## config.mk

```make
export PLATFORM = sky130hd
export DESIGN_NAME = seg7_mmio
export DESIGN_NICKNAME = d
export VERILOG_FILES = /design/src/rtl/mmio_pkg.sv /design/src/rtl/hex7seg.sv /design/src/rtl/seg7_mmio.sv
export SDC_FILE = /design/constraint.sdc
export NUM_CORES = 1
export LEC_CHECK = 0
export ABC_AREA = 1
export BUFFER_PORTS_ARGS = -buffer_cell sky130_fd_sc_hd__buf_2
export CORE_ASPECT_RATIO = 2
export CORE_MARGIN = 3
export CORE_UTILIZATION = 45
export CTS_CLUSTER_DIAMETER = 100
export DETAILED_ROUTE_END_ITERATION = 8
export GPL_ROUTABILITY_DRIVEN = 0
export PLACE_DENSITY = 0.83
export SLEW_MARGIN = 20
export SYNTH_ARGS = -nofsm -noshare
export SYNTH_HDL_FRONTEND = slang
export SYNTH_SLANG_ARGS = --single-unit
```

## constraint.sdc

```tcl
create_clock -name clk -period 1.8 [get_ports clk]
set_input_delay 0 -clock clk [delete_from_list [all_inputs] [get_ports clk]]
set_output_delay 0 -clock clk [all_outputs]
set_load 0.01 [all_outputs]
```

## src/rtl/mmio_pkg.sv

```systemverilog
// mmio_pkg: shared MMIO address map, seven-segment CTRL layout and reset value
package mmio_pkg;

    // Peripheral window: the top-level decoder routes any address matching
    // MMIO_WIN_BASE under MMIO_WIN_MASK to peripherals instead of DMEM.
    localparam logic [31:0] MMIO_WIN_BASE = 32'h1001_0000;
    localparam logic [31:0] MMIO_WIN_MASK = 32'hFFFF_0000;

    localparam logic [31:0] MMIO_SEG_DATA = 32'h1001_4000;
    localparam logic [31:0] MMIO_SEG_CTRL = MMIO_SEG_DATA + 32'd4;

    typedef struct packed {
        logic       blank;
        logic [7:0] mask;
    } seg_ctrl_t;

    localparam seg_ctrl_t SEG_CTRL_RST = 9'h0FF;

    function automatic logic is_mmio(input logic [31:0] a);
        return (a & MMIO_WIN_MASK) == MMIO_WIN_BASE;
    endfunction

endpackage

```

## src/rtl/hex7seg.sv

```systemverilog
// hex7seg: hex nibble to active-low seven-segment pattern {dp,g,f,e,d,c,b,a}, dp off
//   nib_i  in  4  hex digit
//   seg_o  out 8  active-low segment cathodes
module hex7seg (
    input  logic [3:0] nib_i,
    output logic [7:0] seg_o
);

    always_comb begin
        seg_o = 8'hFF;
        case (nib_i)
            4'h0: seg_o = 8'hC0;
            4'h1: seg_o = 8'hF9;
            4'h2: seg_o = 8'hA4;
            4'h3: seg_o = 8'hB0;
            4'h4: seg_o = 8'h99;
            4'h5: seg_o = 8'h92;
            4'h6: seg_o = 8'h82;
            4'h7: seg_o = 8'hF8;
            4'h8: seg_o = 8'h80;
            4'h9: seg_o = 8'h90;
            4'hA: seg_o = 8'h88;
            4'hB: seg_o = 8'h83;
            4'hC: seg_o = 8'hC6;
            4'hD: seg_o = 8'hA1;
            4'hE: seg_o = 8'h86;
            4'hF: seg_o = 8'h8E;
            default: seg_o = 8'hFF;
        endcase
    end

endmodule

```

## src/rtl/seg7_mmio.sv

```systemverilog
// seg7_mmio: memory-mapped 8-digit multiplexed seven-segment display (DATA/CTRL registers)
//   clk    in  1   system clock
//   rst    in  1   synchronous active-high reset
//   we     in  1   store strobe
//   addr   in  32  byte address
//   wdata  in  32  store data
//   rdata  out 32  combinational read data
//   an     out 8   digit enables, active-low, digit 0 rightmost
//   seg    out 8   segment cathodes, active-low {dp,g,f,e,d,c,b,a}
module seg7_mmio
    import mmio_pkg::*;
#(
    parameter int          SCAN_DIV  = 100000,
    parameter logic [31:0] BASE_ADDR = MMIO_SEG_DATA
) (
    input  logic        clk,
    input  logic        rst,
    input  logic        we,
    input  logic [31:0] addr,
    input  logic [31:0] wdata,
    output logic [31:0] rdata,
    output logic [7:0]  an,
    output logic [7:0]  seg
);

    localparam int DW = SCAN_DIV > 1 ? $clog2(SCAN_DIV) : 1;

    logic [31:0]   data_q, data_d;
    seg_ctrl_t     ctrl_q, ctrl_d;
    logic [DW-1:0] div_cnt_q, div_cnt_d;
    logic [2:0]    digit_idx_q, digit_idx_d;
    logic [7:0]    an_q, an_d, seg_q, seg_d;
    logic [7:0]    hex_seg;
    logic          sel_data, sel_ctrl, tick, dark;

    assign sel_data = addr == BASE_ADDR && addr[1:0] == 2'b00;
    assign sel_ctrl = addr == BASE_ADDR + 32'd4 && addr[1:0] == 2'b00;
    assign tick     = div_cnt_q == DW'(SCAN_DIV - 1);

    assign rdata = sel_data ? data_q : sel_ctrl ? {23'b0, ctrl_q} : 32'b0;

    hex7seg u_hex (
        .nib_i (data_q[4*digit_idx_q +: 4]),
        .seg_o (hex_seg)
    );

    // The output register follows the registered scan position and register
    // contents, so a store or tick at edge N shows up on the pins after N+1.
    always_comb begin
        data_d      = we && sel_data ? wdata : data_q;
        ctrl_d      = we && sel_ctrl ? seg_ctrl_t'(wdata[8:0]) : ctrl_q;
        div_cnt_d   = tick ? '0 : div_cnt_q + DW'(1);
        digit_idx_d = digit_idx_q + 3'(tick);
        dark        = ctrl_q.blank || !ctrl_q.mask[digit_idx_q];
        an_d        = dark ? 8'hFF : ~(8'b1 << digit_idx_q);
        seg_d       = dark ? 8'hFF : {1'b1, hex_seg[6:0]};
    end

    always_ff @(posedge clk) begin
        if (rst) begin
            data_q      <= '0;
            ctrl_q      <= SEG_CTRL_RST;
            div_cnt_q   <= '0;
            digit_idx_q <= '0;
            an_q        <= 8'hFF;
            seg_q       <= 8'hFF;
        end else begin
            data_q      <= data_d;
            ctrl_q      <= ctrl_d;
            div_cnt_q   <= div_cnt_d;
            digit_idx_q <= digit_idx_d;
            an_q        <= an_d;
            seg_q       <= seg_d;
        end
    end

    assign an  = an_q;
    assign seg = seg_q;

endmodule

```

Word-level counts from Yosys, hierarchy flattened
Memories as Yosys holds them, arrays and structs flattened. A register that Yosys moved wholly into a read port is not among the register bits.
Cells that the tools add are included.

storage, ports and cells
  bits in registers = 70
  latch bits = 0
  memory bits (writable) = 0
  bits in read-only memories = 112
  logic and storage cells = 30
  memories = 1

memory list
  memory            depth  width  rd ports  clocked after Yosys merged registers in  wr ports  line           source
  (name not given)  16     7      1         1                                        0         hex7seg.sv:11  case (nib_i)

operators by class
  $add $sub $neg = 2
  multiply operators = 0
  divide/modulo/power cells = 0
  order comparisons = 1
  eq/ne operators = 3
  shift operators = 2
  mux-type cells = 4
  bitwise gates (word level) = 1
  reductions and logical operators = 9

operator list
  kind                   count
  $eq 32x29->1 const B   2
  $mux 32                1
  $shiftx 32x6->4        1
  $add 17x1->17 const B  1
  $eq 17x17->1 const B   1
  $mux 9                 1
  $not 8->8              1
  $shl 1x3->8 const A    1
  $logic_and 1x1->1      4
  $lt 3x4->1 const B     1
  $reduce_or 2->1        2
  $add 3x1->3            1
  $bmux 1 s3             1
  $logic_not 2->1        1
  $logic_not 1->1        1
  $logic_or 1x1->1       1
  $mux 1                 1

Logic depth before layout (Yosys ltp)
  depth in word-level cells = 5
  mapped depth = 12
  gate-level depth less buffers = 12

Modules after synthesis
From an unflattened synthesis, not the netlist that was laid out.

unflattened totals
  cell total of the unflattened synthesis = 670
  area, all modules = 4380.5 um^2

modules (own cells, without submodules)
  module     times used  cells an instance  area each (um^2)
  seg7_mmio  1           619                4095.2
  hex7seg    1           51                 285.3

Least setup slack after synthesis
Ideal clock, no wire load.

  path kind = register -> register
  from = register digit_idx_q[1]
  to = register seg_q[0], in the netlist seg[0]
  arrival time = 1.547 ns
  required time = 1.684 ns
  setup slack = 0.138 ns
  cell stages (with the launch flop) = 13
  buffers on the path = 0
  period minus slack after synthesis = 1.662 ns
  cells stage by stage = dfxtp_1 inv_2 nand2_4 nor2_1 nor2_1 nand3_1 nand2_1 inv_1 ha_1 nand3_1 nor2_1 nor2_1 nand2_1

between the ends
  cells in the longest elaborated chain, start to end = 5
  elaborated cells on any way between the ends = 6

ends and longest elaborated chain
  item                              line             source
  start, declared                   seg7_mmio.sv:31  logic [2:0] digit_idx_q, digit_idx_d;
  start signal, assigned            seg7_mmio.sv:71  digit_idx_q <= digit_idx_d;
  $bmux 1 s3                        seg7_mmio.sv:54  dark = ctrl_q.blank || !ctrl_q.mask[digit_idx_q];
  $mux 1 (implied by the code)      seg7_mmio.sv:54
  $logic_not 1->1                   seg7_mmio.sv:54
  $logic_or 1x1->1                  seg7_mmio.sv:54
  $reduce_or 2->1 (no source line)  n/a
  end, declared                     seg7_mmio.sv:32  logic [7:0] an_q, an_d, seg_q, seg_d;

Parallel ways exist; a longest one is shown, timed or not. The select of a mux whose other input is x is not followed.
A chain may end at the register's enable or synchronous reset.

Final worst setup path
  from = register div_cnt_q[0]
  to = register digit_idx_q[2]

between the ends
  cells in the longest elaborated chain, start to end = 2

ends and longest elaborated chain
  item                    line             source
  start, declared         seg7_mmio.sv:30  logic [DW-1:0] div_cnt_q, div_cnt_d;
  start signal, assigned  seg7_mmio.sv:70  div_cnt_q <= div_cnt_d;
  $eq 17x17->1            seg7_mmio.sv:38  assign tick = div_cnt_q == DW'(SCAN_DIV - 1);
  $add 3x1->3             seg7_mmio.sv:53  digit_idx_d = digit_idx_q + 3'(tick);

No other way between the ends.

==> impl_metrics.env <==
export IMPL_start_util_pct=47.20
export IMPL_power_density_nw_per_um2=673.5
export IMPL_drtPass1Iterations=6
export IMPL_grt_overflow=0
export IMPL_synth_nets=678
export IMPL_pin_count=115
export IMPL_fmax_mhz=581.4
export IMPL_multi_input_area_um2=2097
export IMPL_antenna_found_initial=0
export IMPL_maxCapViolations=0
export IMPL_status="finished, final reports clean"
export IMPL_synthCells=603
export IMPL_layout_min_cycle_time_ps=1720
export IMPL_setup_viol=0
export IMPL_syn_area_um2=3969
export IMPL_cpMaxStageDelayCell="dfxtp_2"
export IMPL_final_cell_mix="nand2_1 (127), buf_2 (113), nand3_1 (102), nor2_1 (87), dfxtp_1 (73)"
export IMPL_drive_gt1_share_pct=24.18
export IMPL_die_h_um=138.8
export IMPL_yosysWarnings=0
export IMPL_grt_pass1_vias=4640
export IMPL_register_area_um2=1530
export IMPL_die_area_um2=10050
export IMPL_path_class="flip-flop to flip-flop"
export IMPL_num_vias=4708
export IMPL_clock_sinks=76
export IMPL_grt_max_degree=29
export IMPL_io_buffers=113
export IMPL_grt_total_usage_pct=26.59
export IMPL_tritoncts="done"
export IMPL_cp_arrival_ps=1940
export IMPL_rsz0062_at_grt="yes"
export IMPL_drcViolationCount=0
export IMPL_crit_buf_inv=3
export IMPL_maxSlewViolCount=0
export IMPL_hold_viol=0
export IMPL_wire_per_inst_um=15.18
export IMPL_detail_route_antenna_nets=0
export IMPL_path_cells="ha_2 > nand2_1 > inv_1 > nand2_1 > inv_1 > nand3_2 > inv_1 > ha_1 > ha_1 > xnor2_1 > nor2_1"
export IMPL_ys_ff_latch=76
export IMPL_finalCritPeriodShare_pct=95.55
export IMPL_routed_wl_um=13060
export IMPL_relSlewSlack_pct=55.52
export IMPL_rows=47
export IMPL_root_buffer="clkbuf_16"
export IMPL_yosysTopAreaCell="dfxtp_1"
export IMPL_area_growth_pct=34.58
export IMPL_post_dp_hpwl_um=9729
export IMPL_yosysSeqAreaShare_pct=38.34
export IMPL_finalNonFillerCells=860
export IMPL_hold_class="input pin to flip-flop"
export IMPL_ctsHtreeMaxLevel=3
export IMPL_critPathTopFamily="adder cells"
export IMPL_vias_per_cell=5.474
export IMPL_numCtsBuffers=9
export IMPL_place_inst=809
export IMPL_crit_path_end_kind="flip-flop"
export IMPL_layout_commonest_cell="nand2_1"
export IMPL_grt_pass1_wl_um=20910
export IMPL_worstMarginPinSlew_ps=661.2
export IMPL_die_x_um=72.41
export IMPL_final_area_um2=5341
export IMPL_clock_latency_ps=340
export IMPL_power_leakage_nw=2.283
export IMPL_yosys_top_cells_area="dfxtp_1 (38%), nand3_1 (13%), nand2_1 (12%)"
export IMPL_slowest_delay_ps=330
export IMPL_fillCellCount=735
export IMPL_worstSetupStartpointType="flip-flop"
export IMPL_clock_path_buffers=2
export IMPL_first_iter_violations=430
export IMPL_critPathMaxFanout=3
export IMPL_synth_top_area_share_pct=38.34
export IMPL_irDropWorstVdd_v=0.0005130
export IMPL_skew_ps=5.222
export IMPL_avgSynthCellArea_um2=6.582
export IMPL_ys_types=29
export IMPL_power_total_w=0.003597
export IMPL_nNetsFinal=832
export IMPL_dpl_instance_area_um2=4687
export IMPL_timing_hold_ws_ps=191.3
export IMPL_core_area_um2=8409
export IMPL_clk_pin_slew_ps=50
export IMPL_crit_required_ps=2020
export IMPL_critical_path_most_common_cell="inv_1"
==> through the flow <==
stage          utilization [%]  setup TNS [ps]  setup slack (ps)
3_5_place_dp             55.74          -286.8            -109.1
4_1_cts                  63.06               0             16.17
3_3_place_gp             55.74               0             22.95
2_1_floorplan                -               0             137.9
5_1_grt                  63.49          -42.78            -26.82
6_report                 63.52               0             80.12
==> cell families after synthesis <==
logic type	after synthesis	synth area share, %
AO/OA/AOI/OAI	59	7.503
XOR/XNOR	4	0.8829
adder cells (fa/ha/maj)	8	2.522
buffers and inverters	90	9.395
flip-flops	76	38.34
other	1	0.09449
AND/OR/NAND/NOR	365	41.27
==> cells in the mapped netlist <==
master and count:
nand2_1 129, nand3_1 104, nor2_1 87, dfxtp_1 76, inv_1 61, a21oi_1 48
nor2_2 12, buf_2 10, clkbuf_1 10, nor3_1 10, o21ai_0 10, ha_1 8
nand4_1 7, nand2_2 4, inv_2 3, nand3_2 3, xor2_1 3, buf_4 2
buf_6 2, clkinv_1 2, nand2_4 2, nand3b_1 2, nor2_4 2, a22oi_1 1
conb_1 1, nor3_2 1, nor4_1 1, or2_0 1, xnor2_1 1
==> power breakdown <==
group	total, W	internal [W]	switching, W
Combinational	0.000236	0.000124	0.000112
Sequential	0.00170	0.00169	0.00000582
Clock	0.00166	0.000996	0.000665
==> path summary, 6_finish.rpt <==
kind	from	cells after the start	slack [ps]	to
worst max register to register	div_cnt_q[0]	11	80	digit_idx_q[2]
worst min-delay path	we	3	190	data_q[30]
worst max-delay path	div_cnt_q[0]	11	80	digit_idx_q[2]
worst min register to register	div_cnt_q[0]	1	430	div_cnt_q[0]
==> final cells by class <==
type / instances / area share [%]
well taps: 98 / 2.296
multi-input cells: 437 / 39.26
clock inverters: 2 / 0.1874
flip-flops and latches: 76 / 28.65
inverters: 66 / 4.685
clock buffers: 13 / 4.872
diodes: 1 / 0.04685
repair buffers: 167 / 20.00
==> worst reg2reg max path: cells and delay by family (launching register included) <==
| kind | cells | cell delay, ps |
|---|---|---|
| XOR/XNOR | 1 | 200 |
| adder cells (fa/ha/maj) | 3 | 560 |
| buffers and inverters | 3 | 200 |
| flip-flops | 1 | 330 |
| AND/OR/NAND/NOR | 4 | 320 |
==> registers in the layout, indices dropped and copies added, names as in the netlist <==
name and cells:
data_q 32, div_cnt_q 17, ctrl_q 9, an 8
seg 7, digit_idx_q 3
==> routing by layer <==
metal	share of wire [%]	global-route usage, %	vias to the layer above
li1	-	-	2248
met1	33	25.41	2132
met2	53	47.67	242
met3	5.6	4.572	86
met4	8.4	20.91	0
met5	0	0	-
==> what timing repair did <==
item / in CTS / in global routing
setup endpoints to repair: 5 / 9
pin swaps: 0 / 5
endpoints found under the hold margin: 41 / 0
hold buffers: 34 / 0
resized for setup: 3 / 12
setup buffers: 0 / 1
Power figures use the tool's default switching activity.
